File: src/rtl/spr_capture.sv
// spr_capture: copies a CAP_WIDTH x CAP_HEIGHT window of the incoming
// pixel stream into a bitmap RAM. The RAM is written in row-major order.
//
// Ports
//   clk, rst      clock; synchronous active-high reset
//   en            capture enable; low freezes the FSM and blocks writes
//   frame, line   one-cycle start-of-frame / start-of-active-line pulses
//   sx, sy        signed screen position of pix_in
//   capx, capy    signed top-left corner of the window; sampled when the
//                 capture frame starts
//   pix_in        pixel at (sx, sy)
//   arm           request a capture of the next full frame
//   wr_en/wr_addr/wr_data   bitmap RAM write port; one cycle after the pixel
//   busy          high from arm acceptance until done
//   done          one-cycle completion pulse
//   partial       valid with done; 1 = at least one location was not written
module spr_capture #(
   parameter  int CORDW      = 10,
   parameter  int CAP_WIDTH  = 8,
   parameter  int CAP_HEIGHT = 8,
   parameter  int CAP_DATAW  = 3,
   localparam int CAP_DEPTH  = CAP_WIDTH * CAP_HEIGHT,
   localparam int AW         = $clog2(CAP_DEPTH)
) (
   input  logic                        clk,
   input  logic                        rst,
   input  logic                        en,
   input  logic                        frame,
   input  logic                        line,
   input  logic signed [CORDW-1:0]     sx,
   input  logic signed [CORDW-1:0]     sy,
   input  logic signed [CORDW-1:0]     capx,
   input  logic signed [CORDW-1:0]     capy,
   input  logic        [CAP_DATAW-1:0] pix_in,
   input  logic                        arm,
   output logic                        wr_en,
   output logic        [AW-1:0]        wr_addr,
   output logic        [CAP_DATAW-1:0] wr_data,
   output logic                        busy,
   output logic                        done,
   output logic                        partial
);

   localparam int CW = $clog2(CAP_WIDTH);
   localparam logic signed [CORDW:0] W_S      = (CORDW+1)'(CAP_WIDTH);
   localparam logic signed [CORDW:0] H_S      = (CORDW+1)'(CAP_HEIGHT);
   localparam logic signed [CORDW:0] COL_LAST = (CORDW+1)'(CAP_WIDTH - 1);
   localparam logic signed [CORDW:0] ROW_LAST = (CORDW+1)'(CAP_HEIGHT - 1);
   localparam logic        [AW:0]    DEPTH_C  = (AW+1)'(CAP_DEPTH);

   typedef enum logic [2:0] {
      S_IDLE,
      S_ARMED,
      S_WAIT_LINE,
      S_CAPTURE,
      S_FIN
   } state_t;

   state_t                  state_q, state_d;
   logic signed [CORDW-1:0] capx_q, capx_d;
   logic signed [CORDW-1:0] capy_q, capy_d;
   logic                    miss_q, miss_d;
   logic        [AW:0]      cnt_q, cnt_d;
   logic                    wr_en_q, wr_en_d;
   logic        [AW-1:0]    wr_addr_q, wr_addr_d;
   logic [CAP_DATAW-1:0]    wr_data_q, wr_data_d;
   logic                    busy_q, busy_d;
   logic                    done_q, done_d;
   logic                    partial_q, partial_d;

   logic signed [CORDW:0]   row, col;
   logic                    row_in, in_win;

   always_comb begin
      // One extra bit so the difference of two CORDW-bit values cannot wrap.
      row    = {sy[CORDW-1], sy} - {capy_q[CORDW-1], capy_q};
      col    = {sx[CORDW-1], sx} - {capx_q[CORDW-1], capx_q};
      row_in = !row[CORDW] && (row < H_S);
      in_win = row_in && !col[CORDW] && (col < W_S);

      state_d   = state_q;
      capx_d    = capx_q;
      capy_d    = capy_q;
      miss_d    = miss_q;
      cnt_d     = cnt_q;
      wr_en_d   = 1'b0;
      wr_addr_d = wr_addr_q;
      wr_data_d = wr_data_q;
      busy_d    = busy_q;
      done_d    = 1'b0;
      partial_d = 1'b0;

      if (en) begin
         case (state_q)
            S_IDLE: begin
               if (arm) begin
                  state_d = S_ARMED;
                  busy_d  = 1'b1;
                  miss_d  = 1'b0;
                  cnt_d   = '0;
               end
            end
            S_ARMED: begin
               if (frame) begin
                  capx_d  = capx;
                  capy_d  = capy;
                  state_d = S_WAIT_LINE;
               end
            end
            S_WAIT_LINE: begin
               if (frame) begin
                  miss_d  = 1'b1;
                  state_d = S_FIN;
               end else if (line && row_in) begin
                  state_d = S_CAPTURE;
               end
            end
            S_CAPTURE: begin
               if (frame) begin
                  miss_d  = 1'b1;
                  state_d = S_FIN;
               end else if (line) begin
                  // Still in CAPTURE means the right edge was never written.
                  miss_d  = 1'b1;
                  state_d = row_in ? S_CAPTURE : S_WAIT_LINE;
               end else if (in_win) begin
                  wr_en_d   = 1'b1;
                  wr_addr_d = (AW'(row) << CW) + AW'(col);
                  wr_data_d = pix_in;
                  cnt_d     = cnt_q + (AW+1)'(1);
                  if (col == COL_LAST)
                     state_d = (row == ROW_LAST) ? S_FIN : S_WAIT_LINE;
               end
            end
            S_FIN: begin
               // The write count also catches rows and columns that lay off-screen.
               done_d    = 1'b1;
               partial_d = miss_q || (cnt_q != DEPTH_C);
               busy_d    = 1'b0;
               state_d   = S_IDLE;
            end
            default: state_d = S_IDLE;
         endcase
      end else if (state_q == S_CAPTURE && in_win) begin
         miss_d = 1'b1;
      end
   end

   always_ff @(posedge clk) begin
      if (rst) begin
         state_q   <= S_IDLE;
         capx_q    <= '0;
         capy_q    <= '0;
         miss_q    <= 1'b0;
         cnt_q     <= '0;
         wr_en_q   <= 1'b0;
         wr_addr_q <= '0;
         wr_data_q <= '0;
         busy_q    <= 1'b0;
         done_q    <= 1'b0;
         partial_q <= 1'b0;
      end else begin
         state_q   <= state_d;
         capx_q    <= capx_d;
         capy_q    <= capy_d;
         miss_q    <= miss_d;
         cnt_q     <= cnt_d;
         wr_en_q   <= wr_en_d;
         wr_addr_q <= wr_addr_d;
         wr_data_q <= wr_data_d;
         busy_q    <= busy_d;
         done_q    <= done_d;
         partial_q <= partial_d;
      end
   end

   assign wr_en   = wr_en_q;
   assign wr_addr = wr_addr_q;
   assign wr_data = wr_data_q;
   assign busy    = busy_q;
   assign done    = done_q;
   assign partial = partial_q;

endmodule
File: config.mk
export PLATFORM = sky130hd
export DESIGN_NAME = spr_capture
export DESIGN_NICKNAME = d
export VERILOG_FILES = /design/src/rtl/spr_capture.sv
export SDC_FILE = /design/constraint.sdc
export NUM_CORES = 1
export LEC_CHECK = 0
export CAP_MARGIN = 15
export CELL_PAD_IN_SITES_DETAIL_PLACEMENT = 2
export CELL_PAD_IN_SITES_GLOBAL_PLACEMENT = 2
export CORE_AREA = 3 3 94 118
export CTS_CLUSTER_SIZE = 10
export DETAILED_ROUTE_END_ITERATION = 10
export DIE_AREA = 0 0 97 121
export PLACE_DENSITY_LB_ADDON = 0.1
export SETUP_SLACK_MARGIN = 0.05
export SLEW_MARGIN = 20
export SYNTH_ARGS = -nofsm -noshare
export SYNTH_HDL_FRONTEND = slang
export SYNTH_SLANG_ARGS = --single-unit
File: constraint.sdc
create_clock -name clk -period 4 [get_ports clk]
set_input_delay 0.6 -clock clk [delete_from_list [all_inputs] [get_ports clk]]
set_output_delay 0.6 -clock clk [all_outputs]
set_load 0.05 [all_outputs]
# Word-level counts from Yosys, hierarchy flattened
# Cells that the tools add are included.
[word_totals]
reg_bits = 44
input_bits = 49
output_inout_bits = 13
word_cells = 89
[op_classes]
add_sub_neg = 4
n_lt_le_gt_ge = 2
n_eq_ne = 19
muxes = 27
bitwise = 5
n_reduce_logical = 21
[op_table]
columns = ["operator", "n"]
rows = [
  ["$mux 7", 4],
  ["$mux 3", 9],
  ["$eq 11x4->1 const B", 2],
  ["$lt 11x5->1 const B", 2],
  ["$sub 10x10->11", 2],
  ["$pmux 7 s2", 1],
  ["$ne 4x4->1 const B", 3],
  ["$pmux 3 s4", 1],
  ["$reduce_and 6->1", 2],
  ["$mux 1", 10],
  ["$ne 2x2->1 const B", 5],
  ["$reduce_and 5->1", 2],
  ["$ne 3x3->1 const B", 3],
  ["$add 7x1->7 const B", 1],
  ["$ne 7x7->1 const B", 1],
  ["$add 6x6->6", 1],
  ["$eq 3x2->1 const B", 2],
  ["$reduce_and 3->1", 2],
  ["$reduce_bool 2->1", 3],
  ["$logic_and 1x1->1", 5],
  ["$not 1->1", 5],
  ["$reduce_or 5->1", 1],
  ["$ne 4x1->1 const B", 1],
  ["$eq 3x1->1 const B", 1],
  ["8 further kinds", 9],
]

# Logic depth before layout (Yosys ltp)
[depth]
ltp_word = 9
mapped_depth = 14
depth_no_buf = 14

# Worst setup path before layout
# Ideal clock, no wire load.
[synth_path]
path_type = "input to register"
startpoint = "input sx[0]"
endpoint = "register cnt_q[4]"
setup_ps = 115
arrival_ps = 3260
required_time_ps = 3885
slack_ps = 626
path_stages = 12
n_path_buf = 0
path_cell_list = "inv_1 ha_1 fa_1 nand2b_1 a21oi_1 mux2i_1 o211ai_1 a2111oi_4 nand4_4 a2111oi_4 a21oi_1 o21a_1"
[synth_via]
elab_chain_cells = 6
word_cells_on_any_way = 7
classes_between = "add/sub: 1; order compare: 1; eq/ne: 1; reduce/logical: 4"
[synth_rtl]
columns = ["element", "line", "text"]
rows = [
  ["from (decl)", "30", "input logic signed [CORDW-1:0] sx,"],
  ["$sub 10x10->11 (*)", "77", "col = {sx[CORDW-1], sx} - {capx_q[CORDW-1], capx_q};"],
  ["parallel branches: the longest is 2 deep, another holds $lt 11x5->1", "-", ""],
  ["$logic_and 1x1->1 (*)", "79", "in_win = row_in && !col[CORDW] && (col < W_S);"],
  ["$ne 2x2->1 (no source line) (*)", "-", ""],
  ["$reduce_and 6->1 (no source line) (*)", "-", ""],
  ["to (signal assigned)", "167", "cnt_q <= cnt_d;"],
  ["to (decl)", "63", "logic [AW:0] cnt_q, cnt_d;"],
]
# Every way passes the cells marked *.
# A chain may end at the register's enable or synchronous reset.

# Worst setup path in the final report
# Ends and elaborated chain as after synthesis.

==> results.toml <==
[cells_and_area]
area_growth_syn_to_layout_pct = 34.5
diodes = 0
drive_above_1_share = 0.0911
nets = 524
fin_cells = 579

[drt]
num_vias = 2912
drt-initial-drc-count = 46
first_pass_iters = 4
detail_route.vias_per_cell = 5.03
final_antenna_net_count = 0
wl_per_cell_microns = 16.0
drc_errors = 0
routed_wl_microns = 9250

[sta]
fin_crit_sh = 0.932
final_hold_viol_count = 0
tightest_slew_ns = 0.889
hold_slack_ns = 0.457
min_period_ns = 3.73
fin_ws_ns = 0.273
rsz0062_at_grt = "false"
skew_ns = 0.0101
setup_violations = 0
slew_violations = 0
slew_headroom = 0.408
max_freq_mhz = 268
tns_ns = 0

[yosys]
synth_area_leader_cell = "dfxtp_1"
synth_warnings = 0
synth_cell_types = 55
synthTopCellsByArea = "dfxtp_1 (30%), ha_1 (9.6%), a21oi_1 (6.7%), nand2_1 (6.5%), inv_1 (4.9%)"
synth.top_cells.by_count = "nand2_1 (52), dfxtp_1 (44), a21oi_1 (40)"
ys_async_sr_fraction = 0
synth_nets = 452
yosysMostFrequentCell = "nand2_1"
ys_ff_latch = 44
postSynthCellCount = 377
synthFlopType = "dfxtp_1"
yosysTopAreaCellShare = 0.295
synth_area_sq_mm = 0.00299
synth_edf_count = 0
synth-seq-area-share = 0.295
avgSynthCellArea_sq_um = 7.92

[placement]
placed_cells = 571
post-dp-hpwl_microns = 7270
port_buffers = 61
routabilityCongestion = 0.792
dpl_worst_slack_ns = -0.148

[die]
core_area_sq_mm = 0.0101
num_rows = 41
io_pins = 62
fp.dieH_microns = 121
initial_utilization = 0.295
die_x_microns = 97
die_area_sq_mm = 0.0117

[clocking]
cts_sinks = 44
cts_root_buffer = "clkbuf_16"
path_clk_slew_ns = 0.07
tritoncts = "built"
insertion_delay_ns = 0.29
max-clock-path-buffers = 2
hold_buffers = 0
cts_resized = 0
cts_made_buffers = 5
cts_setup_buffers = 0
cts_max_level = 2

[worst_setup_path]
critPathKind = "input port to flip-flop"
worst_setup_path_end_kind = "flip-flop"
critPathArrivalTime_ns = 3.91
start_kind = "input port"
cp.required_ns = 4.18
worstPathMaxFanout = 6

[power]
vdd_drop_max_v = 0.000195
powerDensity_mw_per_mm2 = 311
p_total_mw = 1.25
p_leak_nw = 1.50

[global_route]
grt_max_degree = 23
grt_pass1_vias = 3180
grt_pass1_wl_microns = 15500
antenna_found_initial = 0
grt_overflow_total = 0
gr-usage-all-layers = 0.163

[flow_run]
cap_viol_max_count = 0

[outcome]
status = "finished clean"

[hold_path]
hp-class = "flip-flop to flip-flop"
-- logic make-up after synthesis --
| kind of cell | count (synthesis) | synth area share |
|---|---|---|
| simple gates | 135 | 0.219 |
| compound gates | 97 | 0.231 |
| buf+inv | 52 | 0.0658 |
| flops | 44 | 0.295 |
| fa+ha+maj | 26 | 0.117 |
| mux | 12 | 0.0407 |
| xor+xnor | 11 | 0.0323 |
-- metal layers --
metal / vias up / wire (microns) / GRT usage
met4: 0 / 148 / 0.0544
met5: - / 0 / 0
met3: 9 / 238 / 0.0247
met2: 41 / 4780 / 0.298
li1: 1450 / - / -
met1: 1412 / 4090 / 0.194
-- worst max-delay path, cell delays in order --
cell and delay [ns]:
clkdlybuf4s50_1 0.45, inv_1 0.05, ha_1 0.21, fa_1 0.41, nand2b_1 0.22, a21oi_2 0.23
a31oi_1 0.12, mux2i_1 0.16, a2111oi_4 0.35, buf_4 0.19, nand4_4 0.13, a2111oi_4 0.45
a21oi_1 0.13, o21a_1 0.20
-- cell type report --
| cell class | instances | area [sq um] |
|---|---|---|
| tap | 129 | 161 |
| clock inverter | 3 | 42.5 |
| sequential | 44 | 881 |
| fill | 1135 | 6090 |
| inverter | 39 | 146 |
| timing repair buffer | 78 | 738 |
| multi-input combinational | 281 | 1920 |
| clock buffer | 5 | 125 |
-- sequential cells by signal, summed over array words and instances (netlist names), 3 cells and up --
signal and flops:
wr_addr 6, state_q 3, wr_data 3, cnt_q 7, capx_q 10, capy_q 10
-- placed cells by master, fill, tap and decap left out, drive strengths merged, types with 3 or more instances in the layout --
cell type / Yosys / layout
ha: 23 / 23
and3: 7 / 7
xnor2: 9 / 9
nand2: 52 / 52
nor2: 34 / 34
buf: 1 / 17
nand3: 4 / 4
nor2b: 6 / 6
o31a: 3 / 3
nor3: 10 / 10
a2111oi: 4 / 4
o311ai: 3 / 3
clkbuf: 12 / 5
dfxtp: 44 / 44
a21o: 5 / 5
a211oi: 4 / 4
o21ai: 8 / 8
a31oi: 6 / 6
inv: 39 / 39
o2111ai: 3 / 3
o21a: 7 / 7
clkdlybuf4s50: 0 / 61
mux2i: 11 / 11
nand2b: 7 / 7
or2: 4 / 4
fa: 3 / 3
a21oi: 40 / 40
-- per-stage QoR --
stage,instance area [sq um],util
2_1_floorplan,2990,-
3_3_place_gp,3840,0.380
6_report,4020,0.397
3_5_place_dp,3840,0.380
4_1_cts,4010,0.397
5_1_grt,4020,0.397
-- final timing paths --
path / slack (ns) / depth (start not counted) / endpoint / startpoint
hold reg to reg: 0.46 / 2 / capy_q[3] / capy_q[3]
hold / removal: 0.46 / 2 / capy_q[3] / capy_q[3]
setup / recovery: 0.27 / 14 / cnt_q[4] / sx[0]
setup reg to reg: 0.69 / 12 / cnt_q[4] / capx_q[1]
-- where the power goes --
| part | total [mW] | switching [mW] | leakage (nW) | internal, mW |
|---|---|---|---|---|
| combinational | 0.300 | 0.156 | 1.07 | 0.145 |
| sequential | 0.463 | 0.0139 | 0.355 | 0.449 |
| clock | 0.484 | 0.190 | 0.0798 | 0.294 |
(Power assumes the default switching activity.)
